[config.mk]
export PLATFORM = sky130hd
export DESIGN_NAME = instr_fetch_queue
export DESIGN_NICKNAME = d
export VERILOG_FILES = /design/src/rtl/instr_fetch_queue.sv
export SDC_FILE = /design/constraint.sdc
export NUM_CORES = 1
export LEC_CHECK = 0
export CAP_MARGIN = 10
export CORE_MARGIN = 2
export CORE_UTILIZATION = 44
export DETAILED_ROUTE_END_ITERATION = 6
export DONT_BUFFER_PORTS = 1
export GPL_ROUTABILITY_DRIVEN = 0
export MAX_ROUTING_LAYER = met4
export SLEW_MARGIN = 40
export SYNTH_ARGS = -nofsm -noshare
export SYNTH_HDL_FRONTEND = slang
export SYNTH_SLANG_ARGS = --single-unit
export TNS_END_PERCENT = 20
[constraint.sdc]
create_clock -name clock -period 7.7 [get_ports clock]
set_clock_uncertainty 0.1 [all_clocks]
set_input_delay 0.77 -clock clock [delete_from_list [all_inputs] [get_ports clock]]
set_output_delay 0.77 -clock clock [all_outputs]
set_load 0.02 [all_outputs]
[src/rtl/instr_fetch_queue.sv]
// Registered FIFO between the I-cache response port and decode.
// The head entry is read combinationally; flush empties the queue at the next edge.
module instr_fetch_queue #(
  parameter int          DEPTH     = 4,
  parameter logic [31:0] NOP_INSTR = 32'h00000013
) (
  input  logic                     clock,
  input  logic                     reset,
  input  logic                     in_valid,
  output logic                     in_ready,
  input  logic [31:0]              in_instr,
  input  logic [31:0]              in_pc,
  output logic                     out_valid,
  input  logic                     out_ready,
  output logic [31:0]              out_instr,
  output logic [31:0]              out_pc,
  output logic [24:0]              out_imm_field,
  input  logic                     flush,
  output logic [$clog2(DEPTH):0]   count
);

  localparam int PTR_W = $clog2(DEPTH);
  localparam int CNT_W = PTR_W + 1;
  localparam logic [CNT_W-1:0] FULL_CNT = CNT_W'(DEPTH);

  logic [31:0]      instr_mem_q [DEPTH];
  logic [31:0]      pc_mem_q    [DEPTH];
  logic [PTR_W-1:0] head_q, head_d;
  logic [PTR_W-1:0] tail_q, tail_d;
  logic [CNT_W-1:0] count_q, count_d;
  logic             push, pop;

  assign in_ready  = (count_q != FULL_CNT);
  assign out_valid = (count_q != '0);
  assign push      = in_valid & in_ready & ~flush;
  assign pop       = out_valid & out_ready & ~flush;

  always_comb begin
    head_d  = head_q;
    tail_d  = tail_q;
    count_d = count_q;
    if (flush) begin
      head_d  = '0;
      tail_d  = '0;
      count_d = '0;
    end else begin
      if (push) tail_d = tail_q + 1'b1;
      if (pop)  head_d = head_q + 1'b1;
      // push and pop together leave the occupancy unchanged
      case ({push, pop})
        2'b10:   count_d = count_q + 1'b1;
        2'b01:   count_d = count_q - 1'b1;
        default: count_d = count_q;
      endcase
    end
  end

  always_ff @(posedge clock or negedge reset) begin
    if (!reset) begin
      head_q  <= '0;
      tail_q  <= '0;
      count_q <= '0;
    end else begin
      head_q  <= head_d;
      tail_q  <= tail_d;
      count_q <= count_d;
    end
  end

  // Storage holds data only and needs no reset; occupancy qualifies it.
  always_ff @(posedge clock) begin
    if (push) begin
      instr_mem_q[tail_q] <= in_instr;
      pc_mem_q[tail_q]    <= in_pc;
    end
  end

  assign out_instr     = out_valid ? instr_mem_q[head_q] : NOP_INSTR;
  assign out_pc        = out_valid ? pc_mem_q[head_q]    : 32'h0;
  assign out_imm_field = out_instr[31:7];
  assign count         = count_q;

endmodule

==> flow_summary.json <==
{
  "synth_area_um2": 10400,
  "grtUsageTotal": 0.152,
  "cts-root-buf": "clkbuf_16",
  "status": "finished, final reports clean",
  "finalPower_mw": 3.54,
  "crit_path_max_fanout": 46,
  "grt_pass1_vias": 4887,
  "ys_warn_count": 0,
  "io_buffer_count": 0,
  "cp_top_family": "flip-flops",
  "cp.required_ps": 6830,
  "cts_setup_buffers": 0,
  "worstMarginPinSlew_ps": 701,
  "fin_nets": 557,
  "critPathSlowestCell": "dfrtp_4",
  "worstPathCellList": "buf_6, mux4_2, or2_2",
  "clkTransAtPathRegs_ps": 60,
  "dr.pass1.iters": 4,
  "wl_um": 18300,
  "tns_ps": 0,
  "holdWs_ps": 204,
  "rsz0062_at_grt": "false",
  "htreeDepth": 1,
  "worst_ep_arrival_time_ps": 2810,
  "grt.overflow.total": 0,
  "tritoncts": "yes",
  "clockBufferDepth": 3,
  "synth_top_area_cell": "edfxtp_1",
  "drive_above_1_share": 0.235,
  "final_util": 0.490,
  "fp.dieH_um": 158,
  "place_inst": 772,
  "synthToLayoutAreaGrowth_pct": 9.88,
  "die-area_um2": 24900,
  "cts_hold_buf": 1,
  "clkLatencyLatePin_ps": 520,
  "cts_buffers": 27,
  "fin_crit_ps": 3680,
  "max-vdd-ir-drop_uv": 216,
  "vias": 4421,
  "min_period_over_period": 0.477,
  "dp_hpwl_um": 10800,
  "setup_viol": 0,
  "drt_iter0_markers": 236,
  "endpoint_kind": "primary output",
  "worstHoldPathType": "input pin to flip-flop",
  "die_w_um": 158,
  "p_leak_nw": 3.52,
  "antenna_cells": 0,
  "drv_cap": 0,
  "wire_per_inst_um": 22.2,
  "stdcell_count": 821,
  "avgViaCountPerCell": 5.38,
  "hold_viol_final": 0,
  "post_cts_resized": 0,
  "pwr_density_cell_nw_per_um2": 310,
  "synth_area_leaders": "edfxtp_1 74%, mux4_2 14%, and2_1 3.7%",
  "fp-row-count": 56,
  "max_freq_ghz": 0.272,
  "synth_top_cell_area_share": 0.739,
  "slew_violations": 0,
  "cts_sinks": 263,
  "initial_core_util": 0.446,
  "async_flop_share": 0.0266,
  "max_stage_delay_ps": 690,
  "start_kind": "flip-flop",
  "drc": 0,
  "synth_edf_count": 256,
  "synth.ff_latch_count": 263,
  "antenna_left": 0,
  "antenna_found_initial": 0,
  "grt_max_degree": 47,
  "boundaryPins": 163,
  "relSlewSlack": 0.533,
  "crit_type": "flip-flop to primary output",
  "mappedNetlistNets": 568,
  "synthFlopType": "edfxtp_1",
  "netlist_instances": 494,
  "ys_types": 35,
  "ys_seq_area_frac": 0.756,
  "core_um2": 23300,
  "avgSynthCellArea_um2": 21.1,
  "grt_pass1_wl_um": 27800,
  "cp.buffers_inverters": 1
}
routing by layer:
metal | part of all wire | wire, um | track usage | up-vias
met5 | 0 | 0 | - | -
met4 | 0.022 | 400 | 0.0372 | 0
met3 | 0.083 | 1520 | 0.0550 | 30
met2 | 0.49 | 8930 | 0.245 | 139
met1 | 0.41 | 7400 | 0.185 | 2330
li1 | - | - | - | 1922
final cells by class:
| class | count | area, um^2 |
|---|---|---|
| fill | 1865 | 11900 |
| clock inverter | 15 | 78.8 |
| clock buffer | 33 | 698 |
| sequential | 263 | 7870 |
| inverter | 5 | 18.8 |
| multi-input combinational | 177 | 2210 |
| tap | 319 | 399 |
| timing repair buffer | 9 | 149 |
registers in the layout, indices dropped and copies added (netlist names):
name         count
instr_mem_q    128
head_q           2
count            3
pc_mem_q       128
tail_q           2
per-stage QoR:
step           area, um^2  setup slack, ps
6_report            11400             4020
3_3_place_gp        10500             4230
2_1_floorplan       10400             4420
5_1_grt             11400             3810
3_5_place_dp        10600             4260
4_1_cts             11400             3900
path summary, 6_finish.rpt:
check	from	depth (start not counted)	endpoint	slack [ps]
setup / recovery	head_q[0]	3	out_instr[0]	4020
hold / removal	flush	1	head_q[1]	200
setup reg to reg	count[0]	9	count[1]	4330
hold reg to reg	tail_q[1]	2	tail_q[1]	500
max in group asynchronous	reset	1	head_q[1]	6710
min in group asynchronous	reset	1	count[0]	490
cells in the final DEF (no fill, tap or decap), types with 3 or more instances in the layout:
cell	synthesis	layout
or2_2	3	3
nor2_1	6	6
edfxtp_1	256	256
clkbuf_16	0	27
nand2_1	6	6
nand3_1	3	3
buf_12	0	6
clkinv_1	0	9
clkbuf_1	8	6
xor2_1	3	3
dfrtp_1	7	5
and2_1	61	61
inv_1	3	3
clkinv_2	0	5
mux4_2	64	64
ha_1	4	4
a21oi_1	3	3
and3_4	0	4
report_power, final:
part / internal [mW] / total, mW / switching [mW]
sequential: 1.64 / 1.69 / 0.0530
combinational: 0.236 / 0.702 / 0.466
clock: 0.642 / 1.14 / 0.503
synthesized netlist by cell type, types with 2 or more instances:
master and number:
edfxtp_1 256, mux4_2 64, and2_1 61, buf_4 26, buf_2 11, clkbuf_1 8, dfrtp_1 7, nand2_1 6
nor2_1 6, and3_1 4, buf_6 4, ha_1 4, a21oi_1 3, inv_1 3, nand3_1 3, or2_2 3
xor2_1 3, a2111oi_0 2, inv_2 2, nor2b_1 2, nor3_1 2
cells by family after synthesis:
kind of cell / share of synthesized area
flip-flops: 0.756
AND/OR/NAND/NOR: 0.0541
multiplexers: 0.140
buffers and inverters: 0.0331
AO/OA/AOI/OAI: 0.00698
adder cells (fa/ha/maj): 0.00674
XOR/XNOR: 0.00337
No activity file was read; power rests on OpenSTA's default activity.
